<file path="src/rtl/or_engine_pkg.sv">
// Shared definitions for the OR engine command driver: register map,
// driver state encoding and default widths.
package or_engine_pkg;

    localparam int DATA_W_DEFAULT = 8;
    localparam int ADDR_W_DEFAULT = 3;

    // Engine register map
    localparam int ADDR_A_STATUS = 0;  // bit0: operand A FIFO has space
    localparam int ADDR_B_STATUS = 1;  // bit0: operand B FIFO has space
    localparam int ADDR_Y_STATUS = 2;  // bit0: result FIFO not empty
    localparam int ADDR_Y_DATA   = 3;  // result head, read_en dequeues
    localparam int ADDR_A_DATA   = 4;  // operand A push
    localparam int ADDR_B_DATA   = 5;  // operand B push

    typedef enum logic [2:0] {
        IDLE   = 3'd0,
        POLL_A = 3'd1,
        WR_A   = 3'd2,
        POLL_B = 3'd3,
        WR_B   = 3'd4,
        POLL_Y = 3'd5,
        RD_Y   = 3'd6,
        RSP    = 3'd7
    } drv_state_e;

    // True for the three status-polling states that share the timeout counter.
    function automatic logic is_poll(drv_state_e s);
        return (s == POLL_A) || (s == POLL_B) || (s == POLL_Y);
    endfunction

endpackage

</file>
<file path="src/rtl/or_drv_poll_timer.sv">
// Clearable poll counter. 'last' flags the TIMEOUT-th consecutive failing
// poll cycle so the FSM can abort in that same cycle.
module or_drv_poll_timer #(
    parameter int TIMEOUT = 1024,
    parameter int TO_W    = 10
) (
    input  logic CLK,
    input  logic RST_N,
    input  logic clr,
    input  logic inc,
    output logic last
);

    logic [TO_W-1:0] cnt_q, cnt_d;

    // Next count: clear wins over increment.
    always_comb begin
        cnt_d = cnt_q;
        if (clr) begin
            cnt_d = '0;
        end else if (inc) begin
            cnt_d = cnt_q + 1'b1;
        end
    end

    // Counter register.
    always_ff @(posedge CLK or negedge RST_N) begin
        if (!RST_N) begin
            cnt_q <= '0;
        end else begin
            cnt_q <= cnt_d;
        end
    end

    assign last = (cnt_q == TO_W'(TIMEOUT - 1));

endmodule

</file>
<file path="src/rtl/or_engine_driver.sv">
// Upstream command driver for the register-mapped OR engine. Takes one
// operand pair, runs poll/write/poll/write/poll/read against the engine and
// returns the result (or a poll-timeout error) on the response stream.
// Handshakes: a transfer happens on a rising CLK edge where valid && ready;
// valid-side data holds stable until that edge.
// Optional feature macro: OR_DRV_LAT_EN adds rsp_lat (accept-to-RD_Y cycles).
module or_engine_driver
    import or_engine_pkg::*;
#(
    parameter int DATA_W  = DATA_W_DEFAULT,
    parameter int ADDR_W  = ADDR_W_DEFAULT,
    parameter int TIMEOUT = 1024,
    parameter int TO_W    = 10
) (
    input  logic              CLK,
    input  logic              RST_N,
    input  logic              cmd_valid,
    output logic              cmd_ready,
    input  logic [DATA_W-1:0] cmd_a,
    input  logic [DATA_W-1:0] cmd_b,
    output logic              rsp_valid,
    input  logic              rsp_ready,
    output logic [DATA_W-1:0] rsp_data,
    output logic              rsp_err,
    output logic              busy,
    output logic [ADDR_W-1:0] write_address,
    output logic [DATA_W-1:0] write_data,
    output logic              write_en,
    input  logic              write_rdy,
    output logic [ADDR_W-1:0] read_address,
    output logic              read_en,
    input  logic [DATA_W-1:0] read_data,
    input  logic              read_rdy,
    output logic [2:0]        dbg_state
`ifdef OR_DRV_LAT_EN
    ,
    output logic [TO_W+1:0]   rsp_lat
`endif
);

    drv_state_e        state_q, state_d;
    logic [DATA_W-1:0] a_q, a_d, b_q, b_d;
    logic [DATA_W-1:0] rsp_data_q, rsp_data_d;
    logic              rsp_err_q, rsp_err_d;
    logic              cmd_ready_q, cmd_ready_d;
    logic              rsp_valid_q, rsp_valid_d;
    logic              busy_q, busy_d;
    logic [ADDR_W-1:0] write_address_q, write_address_d;
    logic [DATA_W-1:0] write_data_q, write_data_d;
    logic              write_en_q, write_en_d;
    logic [ADDR_W-1:0] read_address_q, read_address_d;
    logic              read_en_q, read_en_d;

    logic poll_ok, poll_last, poll_clr, poll_inc;

    // Status bit is only trusted while the read port reports ready.
    assign poll_ok  = read_rdy && read_data[0];
    assign poll_clr = !is_poll(state_q);
    assign poll_inc = is_poll(state_q) && !poll_ok && !poll_last;

    or_drv_poll_timer #(
        .TIMEOUT (TIMEOUT),
        .TO_W    (TO_W)
    ) u_poll_timer (
        .CLK   (CLK),
        .RST_N (RST_N),
        .clr   (poll_clr),
        .inc   (poll_inc),
        .last  (poll_last)
    );

    // Next state, operand/response capture, and bus outputs decoded from the
    // next state so every output is a flop.
    always_comb begin
        state_d    = state_q;
        a_d        = a_q;
        b_d        = b_q;
        rsp_data_d = rsp_data_q;
        rsp_err_d  = rsp_err_q;
        case (state_q)
            IDLE: begin
                if (cmd_valid) begin
                    a_d     = cmd_a;
                    b_d     = cmd_b;
                    state_d = POLL_A;
                end
            end
            POLL_A, POLL_B, POLL_Y: begin
                if (poll_ok) begin
                    state_d = (state_q == POLL_A) ? WR_A :
                              (state_q == POLL_B) ? WR_B : RD_Y;
                end else if (poll_last) begin
                    state_d    = RSP;
                    rsp_data_d = '0;
                    rsp_err_d  = 1'b1;
                end
            end
            WR_A: if (write_rdy) state_d = POLL_B;
            WR_B: if (write_rdy) state_d = POLL_Y;
            RD_Y: begin
                if (read_rdy) begin
                    rsp_data_d = read_data;
                    rsp_err_d  = 1'b0;
                    state_d    = RSP;
                end
            end
            RSP: if (rsp_ready) state_d = IDLE;
            default: state_d = IDLE;
        endcase

        cmd_ready_d     = (state_d == IDLE);
        rsp_valid_d     = (state_d == RSP);
        busy_d          = (state_d != IDLE);
        write_en_d      = (state_d == WR_A) || (state_d == WR_B);
        write_address_d = (state_d == WR_A) ? ADDR_W'(ADDR_A_DATA) :
                          (state_d == WR_B) ? ADDR_W'(ADDR_B_DATA) : '0;
        write_data_d    = (state_d == WR_A) ? a_d :
                          (state_d == WR_B) ? b_d : '0;
        read_en_d       = (state_d == RD_Y);
        case (state_d)
            POLL_B:  read_address_d = ADDR_W'(ADDR_B_STATUS);
            POLL_Y:  read_address_d = ADDR_W'(ADDR_Y_STATUS);
            RD_Y:    read_address_d = ADDR_W'(ADDR_Y_DATA);
            default: read_address_d = ADDR_W'(ADDR_A_STATUS);
        endcase
    end

    // FSM state and registered outputs.
    always_ff @(posedge CLK or negedge RST_N) begin
        if (!RST_N) begin
            state_q         <= IDLE;
            a_q             <= '0;
            b_q             <= '0;
            rsp_data_q      <= '0;
            rsp_err_q       <= 1'b0;
            cmd_ready_q     <= 1'b1;
            rsp_valid_q     <= 1'b0;
            busy_q          <= 1'b0;
            write_address_q <= '0;
            write_data_q    <= '0;
            write_en_q      <= 1'b0;
            read_address_q  <= '0;
            read_en_q       <= 1'b0;
        end else begin
            state_q         <= state_d;
            a_q             <= a_d;
            b_q             <= b_d;
            rsp_data_q      <= rsp_data_d;
            rsp_err_q       <= rsp_err_d;
            cmd_ready_q     <= cmd_ready_d;
            rsp_valid_q     <= rsp_valid_d;
            busy_q          <= busy_d;
            write_address_q <= write_address_d;
            write_data_q    <= write_data_d;
            write_en_q      <= write_en_d;
            read_address_q  <= read_address_d;
            read_en_q       <= read_en_d;
        end
    end

    assign cmd_ready     = cmd_ready_q;
    assign rsp_valid     = rsp_valid_q;
    assign rsp_data      = rsp_data_q;
    assign rsp_err       = rsp_err_q;
    assign busy          = busy_q;
    assign write_address = write_address_q;
    assign write_data    = write_data_q;
    assign write_en      = write_en_q;
    assign read_address  = read_address_q;
    assign read_en       = read_en_q;
    assign dbg_state     = state_q;

`ifdef OR_DRV_LAT_EN
    logic [TO_W+1:0] lat_q, lat_d;

    // Latency: cleared on accept, counts every cycle before RD_Y, saturates.
    always_comb begin
        lat_d = lat_q;
        if (state_q == IDLE) begin
            if (cmd_valid) lat_d = '0;
        end else if ((state_q != RD_Y) && (state_q != RSP) && (lat_q != '1)) begin
            lat_d = lat_q + 1'b1;
        end
    end

    // Latency register.
    always_ff @(posedge CLK or negedge RST_N) begin
        if (!RST_N) begin
            lat_q <= '0;
        end else begin
            lat_q <= lat_d;
        end
    end

    assign rsp_lat = lat_q;
`endif

endmodule

</file>
<file path="config.mk">
export PLATFORM = sky130hd
export DESIGN_NAME = or_engine_driver
export DESIGN_NICKNAME = d
export VERILOG_FILES = /design/src/rtl/or_engine_pkg.sv /design/src/rtl/or_drv_poll_timer.sv /design/src/rtl/or_engine_driver.sv
export SDC_FILE = /design/constraint.sdc
export NUM_CORES = 1
export LEC_CHECK = 0
export CORE_MARGIN = 2
export CORE_UTILIZATION = 49
export CTS_CLUSTER_SIZE = 16
export DETAILED_ROUTE_END_ITERATION = 16
export HOLD_SLACK_MARGIN = 0.15
export PLACE_DENSITY = 0.85
export RECOVER_POWER = 100
export REMOVE_ABC_BUFFERS = 1
export SLEW_MARGIN = 0
export SYNTH_ARGS = -nofsm -noshare
export SYNTH_HDL_FRONTEND = slang
export SYNTH_SLANG_ARGS = --single-unit
</file>
<file path="constraint.sdc">
create_clock -name CLK -period 2.1 [get_ports CLK]
set_input_delay 0.315 -clock CLK [delete_from_list [all_inputs] [get_ports CLK]]
set_output_delay 0.315 -clock CLK [all_outputs]
set_load 0.1 [all_outputs]
</file>
# After elaboration in Yosys (flattened, before gate mapping)
# Index checks and enable logic that the tools add are counted.
[classes]
n_addsub = 1
n_eq_ne = 18
muxes = 29
n_reduce_logical = 14
[ops]
columns = ["op", "count"]
rows = [
  ["two-way mux 8 bit", 9],
  ["two-way mux 3 bit", 10],
  ["== test 3 bit, second input constant", 8],
  ["two-way mux 10 bit", 2],
  ["case mux 3 bit (6 select lines)", 1],
  ["case mux 8 bit (2 select lines)", 1],
  ["== test 3 x 2 -> 1 bit, second input constant", 4],
  ["adder 10 x 1 -> 10 bit, second input constant", 1],
  ["== test 10 bit, second input constant", 1],
  ["inequality test 2 bit, second input constant", 4],
  ["logical NOT 3 bit", 2],
  ["case mux 2 bit (3 select lines)", 1],
  ["AND reduction 4 bit", 1],
  ["== test 3 x 1 -> 1 bit, second input constant", 1],
  ["logical AND 1 bit", 3],
  ["logical OR 1 bit", 3],
  ["two-way mux 1 bit", 3],
  ["nonzero test 3 bit", 1],
  ["OR reduction 3 bit", 1],
  ["logical NOT 1 bit", 2],
  ["two-way mux 2 bit", 1],
  ["case mux 1 bit (2 select lines)", 1],
  ["nonzero test 2 bit", 1],
]
[word_totals]
regBits = 57
inputBits = 30
output_inout_bits = 31
word_cells = 76

# Logic depth before layout (Yosys ltp)
# Gate-level depths: netlist of the first run.
[depth]
depth_word = 8
depth_mapped = 7

# By module
# Synthesis of the first run repeated with hierarchy kept, for this count alone.
[hier_totals]
hier_cells = 227
area_unflattened_um2 = 2377.3
[by_module_without_submodules]
columns = ["module", "n_inst", "cells_per_inst", "area_each_um2", "seq_area_each_um2"]
rows = [
  ["or_engine_driver", 1, 178, 1873.0, 1102.3],
  ["or_drv_poll_timer", 1, 49, 504.2, 250.2],
]

# Worst setup path after synthesis of the first run
# No wires, ideal clock.
[synth_path]
path_type = "flip-flop to flip-flop"
from = "register state_q[0] (netlist: dbg_state[0])"
to = "register write_data_q[7] (netlist: write_data[7])"
t_arrival_ns = 2.181
path_slack_ns = -0.205
path_stages_with_launch = 7
path_buffers = 2
synth_period_minus_slack_ns = 2.305
path_cell_list = "dfrtp_1 -> buf_6 -> nor4b_4 -> buf_6 -> mux2_2 -> nand2_1 -> o22ai_2"
[synth_via]
word_cells_on_any_way = 25
cone_classes = "9 x eq/ne; 14 x mux; 2 x reduce/logical"
[synth_lines]
columns = ["item", "line", "source"]
rows = [
  ["start, declared", "or_engine_driver.sv:41", "drv_state_e state_q, state_d;"],
  ["start signal, assigned", "or_engine_driver.sv:145", "state_q <= state_d;"],
  ["logical NOT 3 bit", "or_engine_driver.sv:80", "case (state_q)"],
  ["two-way mux 8 bit", "or_engine_driver.sv:80", ""],
  ["via b_d[7]", "or_engine_driver.sv:42", "logic [DATA_W-1:0] a_q, a_d, b_q, b_d;"],
  ["two-way mux 8 bit", "or_engine_driver.sv:118", "(state_d == WR_B) ? b_d : '0;"],
  ["two-way mux 8 bit", "or_engine_driver.sv:117", "write_data_d = (state_d == WR_A) ? a_d :"],
  ["via write_data_d[7]", "or_engine_driver.sv:49", "logic [DATA_W-1:0] write_data_q, write_data_d;"],
  ["end signal, assigned", "or_engine_driver.sv:154", "write_data_q <= write_data_d;"],
  ["end, declared", "or_engine_driver.sv:49", ""],
]
# The timed path passes the listed nets, and every way through them passes these cells.
# A chain may end at the register's enable or synchronous reset.

# Final worst setup path of the first run
[layout_path]
from = "register state_q[1] (netlist: dbg_state[1])"
to = "register write_data_q[1] (netlist: write_data[1])"
# Same word-level chain as after synthesis.

==> flow_metrics.env, run 1 <==
export IMPL_cts_repair_resize_count=0
export IMPL_synth_compound_area_share_pct=10.7
export IMPL_rsz0062_at_grt="no"
export IMPL_ys_seq_area_share_pct=55.8
export IMPL_status="finished, final reports clean"
export IMPL_synthCells=198
export IMPL_vias=1780
export IMPL_coreArea_um2=4750
export IMPL_ys_ff_latch=54
export IMPL_cts_tree="done"
export IMPL_cts_setup_buffers=0
export IMPL_setup_ws_ps=158
export IMPL_worst_setup_path_type="reg2reg"
export IMPL_startpoint_type="flop"
export IMPL_yosys_area_share_adder_pct=0.517
export IMPL_grt_pass1_wl_mm=8.44
export IMPL_ctsHoldBuffers=1
export IMPL_port_buffers=58
export IMPL_yosysWarnings=0
export IMPL_grt_max_degree=31
export IMPL_period_minus_slack_ps=1940
export IMPL_clk_latency_ps=320
export IMPL_drive_gt1_share_pct=23.6
export IMPL_yosys_area_share_simple_pct=16.1
export IMPL_async_flop_share_pct=100
export IMPL_clk_pin_slew_worst_paths_ps=100
export IMPL_wire_per_inst_um=15.1
export IMPL_synth_area_leader_cell="dfrtp_1"
export IMPL_grt_overflow=0
export IMPL_wirelength_mm=5.03
export IMPL_cts_root_buffer="clkbuf_8"
export IMPL_multiInputGateArea_um2=908
export IMPL_critPathCaptureType="flop"
export IMPL_synthXorXnorAreaFrac_pct=2.89
export IMPL_drc=0
export IMPL_clock_sinks=54
export IMPL_avgSynthCellArea_um2=12.2
export IMPL_min_path_type="reg2reg"
export IMPL_finalSetupViolCount=0
export IMPL_grt_pass1_vias=1810
export IMPL_yosys_most_used_dff="dfrtp_1"
export IMPL_relSlewSlack_pct=8.28
export IMPL_synth_top_area_share_pct=54.8
export IMPL_synth_top_family_by_area="simple AND/OR/NAND/NOR gates"
export IMPL_regArea_um2=1350
export IMPL_clock_path_buffers=2
export IMPL_synth_area_top_cells="dfrtp_1 55%, mux2_4 5.6%, nand3_1 3.5%"
export IMPL_drt_iter0_drc=75
export IMPL_dieWidth_um=74.3
export IMPL_cts_made_buffers=5
export IMPL_synth_edff_count=0
export IMPL_final_common_cell="dfrtp_1"
export IMPL_fmax_mhz=515
export IMPL_placementRows=25
export IMPL_mappedNetlistArea_um2=2420
export IMPL_period_share_pct=92.5
export IMPL_slew_viol_final=0
export IMPL_dp_final_hpwl_mm=3.63
export IMPL_gp_congestion=0.819
export IMPL_crit_required_ps=2310
export IMPL_chipHeight_um=74.3
export IMPL_hold_slack_ps=503
export IMPL_start_util_pct=50.9
export IMPL_die_area_um2=5520
export IMPL_antenna_found_initial=0
export IMPL_nets=297
export IMPL_io_pins=61
export IMPL_finClkSkew_ps=6.90
export IMPL_ys_types=50
export IMPL_first_pass_iters=4
export IMPL_tightest_slew_ps=1380
export IMPL_h_tree_depth=2
export IMPL_utilization_pct=64.0
export IMPL_cp_max_fo=16
export IMPL_fill_cells=387
export IMPL_final_cell_mix="53 x dfrtp_1, 29 x clkbuf_2, 27 x clkdlybuf4s50_1, 18 x nand3_1"
export IMPL_synthMuxAreaShare_pct=9.25
export IMPL_ant_nets=0
export IMPL_dp_slack_ps=86.8
export IMPL_antenna_cells=0
export IMPL_hold_viol=0
export IMPL_maxCapViolations=0
export IMPL_rrSetupSlack_ps=160
export IMPL_cp_arrival_ps=2150
export IMPL_grt_use_total_pct=20.5
export IMPL_area_delta_synth_final_pct=25.6
export IMPL_avgViaCountPerCell=5.33
export IMPL_setup_tns_ps=0
-- registers in the layout, indices dropped and copies added, names as in the netlist, 2 cells and up --
signal / cells
dbg_state: 3
rsp_data: 8
read_address: 2
b_q: 8
write_data: 8
u_poll_timer.cnt_q: 10
a_q: 8
-- Yosys cell counts (2+ instances only) --
cell	number
nor2_1	12
inv_1	2
xor2_1	7
a211oi_1	2
mux2_2	7
and4_1	2
or3_1	2
mux2_4	9
o22ai_2	2
buf_2	2
inv_2	3
nand4_1	2
buf_4	3
nand3_1	17
nand2_1	14
and3_1	3
dfrtp_1	53
a22o_1	8
a21oi_1	14
buf_6	4
-- final cells by class --
type,count,area share (%)
repair buffers,70,18.0
inverters,6,0.905
clock inverters,2,1.28
multi-input cells,129,29.9
well taps,67,2.76
clock buffers,6,2.71
flip-flops and latches,54,44.5
-- path summary, 6_finish.rpt --
path | startpoint | to | depth (start not counted)
max in group asynchronous | RST_N | u_poll_timer.cnt_q[1] | 2
worst min register to register | a_q[1] | a_q[1] | 1
min in group asynchronous | RST_N | a_q[6] | 2
worst max register to register | dbg_state[1] | write_data[1] | 5
worst min-delay path | a_q[1] | a_q[1] | 1
worst max-delay path | dbg_state[1] | write_data[1] | 5
-- metal layers --
metal  global-route usage (%)  vias up  wire [um]  share of wire [%]
met2                     31.3       59       2430                 48
met3                     5.69       12        310                6.2
met1                     27.1      870       2170                 43
met5                        0        -          0                  0
li1                         -      839          -                  -
met4                     10.3        0        117                2.3
-- logic make-up (layout without fill, tap and decap cells) --
kind of cell               Yosys count  after routing
and+or+nand+nor                     66             66
DFF                                 54             54
AOI/OAI and AO/OA                   35             35
muxes                               17             17
buffers and inverters               16             84
xor gates and xnor gates             8              8
adders and majority gates            1              1
other                                1              2
-- per-stage QoR --
stage / instances / area [um^2]
6_report: 334 / 3040
2_1_floorplan: 189 / 2340
4_1_cts: 334 / 3200
3_5_place_dp: 325 / 3060
5_1_grt: 334 / 3040
3_3_place_gp: 325 / 3060
-- worst max-delay path, cell delays in order, from the launching register on --
cell and delay (ps):
dfrtp_1 520, nor4b_1 540, buf_12 230, mux2_1 370
nand3_1 90, a21oi_1 70
Power of run 1 is not shown: default switching activity piles up to over one toggle a cycle in this logic, so the estimate is an artifact.
==> run 2, diff against run 1 <==
- SLEW_MARGIN: 0 -> 30
==> results of run 2 <==
Final layout, timing and power as in run 1 (identical DEF).
Power of run 2 is left out for the same reason.
==> run 3, diff against run 2 <==
- CORE_UTILIZATION: 49 -> 51
- CTS_BUF_LIST: not set -> sky130_fd_sc_hd__clkbuf_8
- PLACE_DENSITY: 0.85 -> 0.88
==> flow_metrics.env, run 3 (synthesized netlist as in run 1, its figures left out) <==
export IMPL_drt_iter0_drc=153
export IMPL_cp_max_fo=11
export IMPL_dp_final_hpwl_mm=3.54
export IMPL_worstHoldPathCells=1
export IMPL_setup_ws_ps=192
export IMPL_cts_tree="done"
export IMPL_rrSetupSlack_ps=190
export IMPL_dieWidth_um=72.9
export IMPL_dp_slack_ps=-0.813
export IMPL_rsz0062_at_grt="no"
export IMPL_critPathCaptureType="flop"
export IMPL_wirelength_mm=4.80
export IMPL_h_tree_depth=2
export IMPL_max_flop_register="u_poll_timer.cnt_q"
export IMPL_area_delta_synth_final_pct=22.6
export IMPL_avgViaCountPerCell=5.42
export IMPL_slew_viol_final=0
export IMPL_crit_required_ps=2300
export IMPL_chipHeight_um=72.9
export IMPL_finalSetupViolCount=0
export IMPL_startpoint_type="flop"
export IMPL_worstHoldStart="a_q[1]"
export IMPL_worst_r2r_cell_count=6
export IMPL_period_share_pct=90.8
export IMPL_cts_repair_resize_count=0
export IMPL_clock_sinks=54
export IMPL_relSlewSlack_pct=16.3
export IMPL_drive_gt1_share_pct=22.2
export IMPL_first_pass_iters=4
export IMPL_hold_viol=0
export IMPL_period_minus_slack_ps=1910
export IMPL_cts_root_buffer="clkbuf_8"
export IMPL_coreArea_um2=4660
export IMPL_design_area_um2=2970
export IMPL_antenna_found_initial=0
export IMPL_port_buffers=58
export IMPL_wire_per_inst_um=15.0
export IMPL_worstReg2RegEnd="write_data[7]"
export IMPL_status="finished, final reports clean"
export IMPL_grt_overflow=0
export IMPL_placementRows=25
export IMPL_final_cell_mix="53 x dfrtp_1, 30 x clkbuf_2, 27 x clkdlybuf4s50_1, 18 x nand3_1, 15 x nand2_1"
export IMPL_placed_area_um2=3000
export IMPL_clk_latency_ps=310
export IMPL_maxCapViolations=0
export IMPL_gp_congestion=0.796
export IMPL_die_area_um2=5320
export IMPL_utilization_pct=63.7
export IMPL_antenna_cells=0
export IMPL_cts_made_buffers=5
export IMPL_finClkSkew_ps=6.15
export IMPL_ant_nets=0
export IMPL_cts_setup_buffers=0
export IMPL_grt_use_total_pct=19.9
export IMPL_clk_pin_slew_worst_paths_ps=90
export IMPL_grt_pass1_vias=1727
export IMPL_cp_arrival_ps=2110
export IMPL_largest_reg_flops=10
export IMPL_start_util_pct=52.0
export IMPL_drc=0
export IMPL_final_common_cell="dfrtp_1"
export IMPL_r2r_start="dbg_state[0]"
export IMPL_fmax_mhz=524
export IMPL_clock_path_buffers=2
export IMPL_grt_pass1_wl_mm=8.11
export IMPL_io_pins=61
export IMPL_grt_max_degree=55
export IMPL_min_path_type="reg2reg"
export IMPL_tightest_slew_ps=1260
export IMPL_nets=296
export IMPL_min_to="a_q[1]"
export IMPL_vias=1733
export IMPL_worst_setup_path_type="reg2reg"
run 3: worst max-delay path by stage:
stage | start | to | slack [ps] | depth (start not counted)
2_1_floorplan | dbg_state[2] | write_data[6] | -500 | 5
3_3_place_gp | read_rdy | write_data[7] | 40 | 7
3_5_place_dp | read_rdy | write_data[7] | -0.8 | 7
4_1_cts | dbg_state[0] | write_data[7] | 230 | 6
5_1_grt | dbg_state[0] | write_data[6] | 60 | 6
6_report | dbg_state[0] | write_data[7] | 190 | 6
run 3: worst max-delay path, cell delays in order, from the launching register on:
cell and delay, ps:
dfrtp_1 580, inv_1 160, o31ai_1 270, o211a_2 390, clkinv_4 150, nand2_1 150, o22ai_2 100
run 3: layout make-up:
cell class                      instances  area (um^2)
Tap cell                               54         67.6
Multi-Input combinational cell        129          908
Inverter                                6         27.5
Fill cell                             386         1690
Clock buffer                            6         82.6
Clock inverter                          2         16.3
Timing Repair Buffer                   69          514
Sequential cell                        54         1350
run 3: layer usage:
layer | track usage, % | part of all wire, %
met2 | 32.1 | 50
met4 | 8.23 | 1.2
met3 | 4.14 | 4.6
met1 | 26.4 | 44
met5 | 0 | 0
run 3: repair_timing:
item / in CTS / in global routing
endpoints found under the hold margin: 53 / 0
hold buffers: 1 / 0
endpoints found under the setup margin: 0 / 0
run 3: stage by stage:
stage | hold slack (ps) | TNS [ps] | std cells
6_report | 493 | 0 | 320
5_1_grt | 520 | 0 | 320
4_1_cts | 507 | 0 | 320
3_5_place_dp | 471 | -0.813 | 311
3_3_place_gp | 465 | 0 | 311
2_1_floorplan | 19.4 | -12900 | 189
Power of run 3 is left out for the same reason.
==> patch 1 (settings of run 1) <==
Build with the macro `OR_DRV_LAT_EN` defined.
--- a/src/rtl/or_engine_driver.sv
+++ b/src/rtl/or_engine_driver.sv
@@ -5,4 +5,6 @@
 // valid-side data holds stable until that edge.
 // Optional feature macro: OR_DRV_LAT_EN adds rsp_lat (accept-to-RD_Y cycles).
+`define OR_DRV_LAT_EN
+
 module or_engine_driver
     import or_engine_pkg::*;
Function (old outputs only; new: rsp_lat): kept (Yosys induction, for registers that start in step).
==> patch 1 against run 1 <==
  * Wire length increased by 39%
  * Maximum frequency is 3.7% lower
  * Final area is 29% higher
  * Clock skew down 0.53 ps
  * Sequential cell count grew 12
  * Largest cell class unchanged
  * Area after synthesis increased by 27%
  * Worst setup slack worse by 75 ps
Power is not shown: default switching activity piles up to over one toggle a cycle in this logic, so the estimate is an artifact.
==> patch 1: results (changes against run 1) <==
ranking of synthesized cells by area - dfrtp_1, mux2_2, nand3_1
count of buffers from port buffering - 70 (+21%)
Slowest cell on crit path - dfrtp_1
Fin Clk Skew - 6.37 ps (-0.535 ps)
number of instances in the placed design - 420 (+29%)
transition time at the pin with the least slew margin - 1440 ps (+65.3 ps)
routing usage on met1 - 28.2% (+1.1 points)
clock network latency to the later pin of the worst-skew pair - 350 ps (+30 ps)
data arrival time of the critical path - 2290 ps (+140 ps)
Non-Filler Instances - 438 (+31%)
Final clock-cell share - 6.34% (+2.3 points)
fraction of standard cell area that is sequential - 42.1% (-2.4 points)
Signal buffers - 87 (+24%)
met2 WL - 3430 um (+41%)
met1 wire length - 3100 um (+43%)
area of combinational cells with multiple inputs - 1250 sq um (+37%)
max reg flops - 12 (+2)
pre-CTS setup slack - -59.7 ps (-146 ps)
fill cell total of the finished layout - 474 (+22%)
crit path buf inv count - 2 (+1)
share of final-layout standard cells stronger than drive strength 1 - 28.1% (+4.5 points)
floorplan core area - 5990 sq um (+26%)
fraction of area in multi-input gates - 31.7% (+1.9 points)
sequential cell area fraction in the yosys report - 53.6% (-2.2 points)
run status - complete, no violations
most frequent cells after synthesis - dfrtp_1, nand2_1, nor2_1, nand3_1, mux2_2
final sequential cell count - 66 (+22%)
number of global-route vias before repair - 2445 (+35%)
total number of vias - 2466 (+39%)
post-synthesis area per instance - 11.3 sq um (-8.0%)
placed cell area - 3780 sq um (+23%)
maximum number of pins on one net before global-route repair - 42 (+35%)
routed length on met3 - 363 um (+17%)
==> patch 1: cell families after synthesis <==
logic type	Yosys count	synth area share, %
buf+inv	21	5.68
compound gates	54	12.6
xor+xnor	9	2.56
simple gates	103	18.0
other cells	1	0.122
mux	18	6.57
fa+ha+maj	2	0.812
flops	66	53.6
==> patch 1: path summary, 6_finish.rpt <==
check	startpoint	end	slack [ps]	depth (start not counted)
setup / recovery	u_poll_timer.cnt_q[0]$_DFFE_PN0P_	write_data[5]$_DFF_PN0_	80	8
max in group asynchronous	RST_N	cmd_ready$_DFF_PN1_	350	3
min in group asynchronous	RST_N	a_q[5]$_DFF_PN0_	830	2
hold / removal	a_q[4]$_DFF_PN0_	a_q[4]$_DFF_PN0_	500	1
setup reg to reg	u_poll_timer.cnt_q[0]$_DFFE_PN0P_	write_data[5]$_DFF_PN0_	80	8
hold reg to reg	a_q[4]$_DFF_PN0_	a_q[4]$_DFF_PN0_	500	1
==> patch 2 (config.mk and constraints of run 1) <==
Without the edit above. `a_q`, `b_q`, `rsp_data_q` and `write_data_q` no longer have a reset.
--- a/src/rtl/or_engine_driver.sv
+++ b/src/rtl/or_engine_driver.sv
@@ -130,7 +130,4 @@
         if (!RST_N) begin
             state_q         <= IDLE;
-            a_q             <= '0;
-            b_q             <= '0;
-            rsp_data_q      <= '0;
             rsp_err_q       <= 1'b0;
             cmd_ready_q     <= 1'b1;
@@ -138,5 +135,4 @@
             busy_q          <= 1'b0;
             write_address_q <= '0;
-            write_data_q    <= '0;
             write_en_q      <= 1'b0;
             read_address_q  <= '0;
@@ -144,7 +140,4 @@
         end else begin
             state_q         <= state_d;
-            a_q             <= a_d;
-            b_q             <= b_d;
-            rsp_data_q      <= rsp_data_d;
             rsp_err_q       <= rsp_err_d;
             cmd_ready_q     <= cmd_ready_d;
@@ -152,9 +145,15 @@
             busy_q          <= busy_d;
             write_address_q <= write_address_d;
-            write_data_q    <= write_data_d;
             write_en_q      <= write_en_d;
             read_address_q  <= read_address_d;
             read_en_q       <= read_en_d;
         end
+    end
+
+    always_ff @(posedge CLK) begin
+        a_q          <= a_d;
+        b_q          <= b_d;
+        rsp_data_q   <= rsp_data_d;
+        write_data_q <= write_data_d;
     end
 
Check against the original RTL: differs if RST_N is asserted again (counterexample within 4 cycles, from zero or initial values and one cycle with RST_N low); with RST_N held inactive, the same outputs for 10 cycles.
==> patch 2 against run 1 <==
  * Cell count is 4.2% lower
  * Sequential share of layout area is 0.95 points lower
  * Non-clock buffer count is 3 higher
  * Final area is 3.9% lower
  * Synthesized cell count is 1.0% higher
  * Wire length is 9.1% lower
  * Worst setup slack worse by 49 ps
  * Area after synthesis is 3.2% lower
  * Sequential cell count stayed put
  * Critical endpoint is now write_data[7]$_DFF_P_
Power is left out: the tool's default activity adds up to more than one toggle a clock period on the data nets, which glitch-free logic cannot reach.
==> patch 2: results (changes against run 1) <==
number of instances in the placed design - 311 (-4.3%)
count of unique library cells instantiated by Yosys - 43 (-14%)
total routing resource utilization after global routing - 18.2% (-2.3 points)
transition time at the pin with the least slew margin - 1160 ps (-220 ps)
number of global-route vias before repair - 1525 (-16%)
worst r2r path cells - 7 (+2)
ranking of synthesized cells by area - dfrtp_1, dfxtp_1, edfxtp_1
FF+latch area - 1270 sq um (-5.9%)
number of diodes - 0 (unchanged)
HPWL after DPL - 3230 um (-11%)
CP max FO - 6 (-10)
fin nets - 296 (-0.34%)
final RePlAce weighted congestion - 0.853 (+4.1%)
most frequent cells after synthesis - dfxtp_1, nand2_1, dfrtp_1, nor2_1, mux2_2
worst hold path type - reg2reg
CTS clock-pin slew for the worst setup and hold paths - 90 ps
Worst Hold Depth - 1 (unchanged)
sequential cell area fraction in the yosys report - 54.3% (-1.6 points)
count of buffers from port buffering - 58 (unchanged)
setup slack of the most critical reg-to-reg path - 110 ps (-50 ps)
count of flip-flops with a built-in enable after synthesis - 8 (+8)
detailed-route wire length - 4570 um (-9.1%)
area share of the leading cell type in the synthesized netlist - 22.4% (-32 points)
number of levels the H-tree was split into - 2 (unchanged)
Fin Clk Skew - 8.03 ps (+1.12 ps)
share of final-layout standard cells stronger than drive strength 1 - 28.6% (+5.0 points)
Non-Filler Instances - 320 (-4.2%)
DRC violation total after the first TritonRoute iteration - 111 (+48%)
FFs w/ async S/R, synth - 40.7% (-59 points)
Top reg by flops - u_poll_timer.cnt_q
Num CTS Buffers - 5 (unchanged)
count of warnings emitted by yosys - 0 (unchanged)
Initial DRT Pass Iterations - 4 (unchanged)
max reg flops - 10 (unchanged)
main flop type after synthesis - dfxtp_1
run status - complete, no violations
CP max stage delay - 420 ps (-120 ps)
initial antenna violation count - 0 (unchanged)
maximum number of pins on one net before global-route repair - 23 (-26%)
wire length of the first global-routing pass - 7270 um (-14%)
Mapped Cells - 200 (+1.0%)
fill cell total of the finished layout - 365 (-5.7%)
total number of vias - 1644 (-7.6%)
root buffer selected by CTS - clkbuf_8
placed cell area - 2920 sq um (-4.7%)
Slowest cell on crit path - dfrtp_1
clock network latency to the later pin of the worst-skew pair - 310 ps
==> patch 2: kinds of logic (layout without fill, tap and decap cells) <==
| logic type | Yosys count | after routing | synth area share, % |
|---|---|---|---|
| and+or+nand+nor | 76 | 76 | 17.8 |
| DFF | 54 | 54 | 54.3 |
| AOI/OAI and AO/OA | 20 | 20 | 8.48 |
| buffers and inverters | 19 | 84 | 6.14 |
| muxes | 18 | 18 | 8.54 |
| xor gates and xnor gates | 11 | 11 | 4.11 |
| adders and majority gates | 1 | 1 | 0.534 |
| other | 1 | 2 | 0.160 |
==> patch 2: path summary, 6_finish.rpt <==
path,from,endpoint
worst min register to register,a_q[6]$_DFF_P_,a_q[6]$_DFF_P_
worst min-delay path,a_q[6]$_DFF_P_,a_q[6]$_DFF_P_
worst max register to register,u_poll_timer.cnt_q[0]$_DFFE_PN0P_,write_data[7]$_DFF_P_
min in group asynchronous,RST_N,busy$_DFF_PN0_
worst max-delay path,u_poll_timer.cnt_q[0]$_DFFE_PN0P_,write_data[7]$_DFF_P_
max in group asynchronous,RST_N,dbg_state[1]$_DFF_PN0_
==> patch 2: layout make-up <==
class	instances	area share, %
clock buffers	6	2.48
flip-flops and latches	54	43.5
multi-input cells	128	32.1
well taps	54	2.31
inverters	3	0.385
clock inverters	2	0.471
repair buffers	73	18.7
==> patch 2: per-stage QoR <==
stage	hold WS [ps]	worst slack [ps]
2_1_floorplan	19.4	-628
3_3_place_gp	441	69.0
3_5_place_dp	456	31.8
4_1_cts	339	34.1
5_1_grt	496	-3.86
6_report	479	110
==> patch 2: critical path: cells and delay by family (launching register included) <==
kind,cells,cell delay [ps]
fa+ha+maj,1,210
buf+inv,1,160
flops,1,420
simple gates,3,590
compound gates,2,510
==> patch 2: layer usage <==
metal / track usage (%) / routed length [um] / vias up
met5: 0 / 0 / -
met1: 24.0 / 2010 / 782
met4: 8.02 / 76 / 0
met2: 28.0 / 2260 / 43
met3: 5.11 / 234 / 4
li1: - / - / 815
==> patch 2: timing repair <==
action                     4_1_cts  5_1_grt
setup endpoints to repair        0       10
gates resized for setup          0        3
hold buffers                     0        0
hold endpoints to repair         0        0
buffers inserted                 0        1
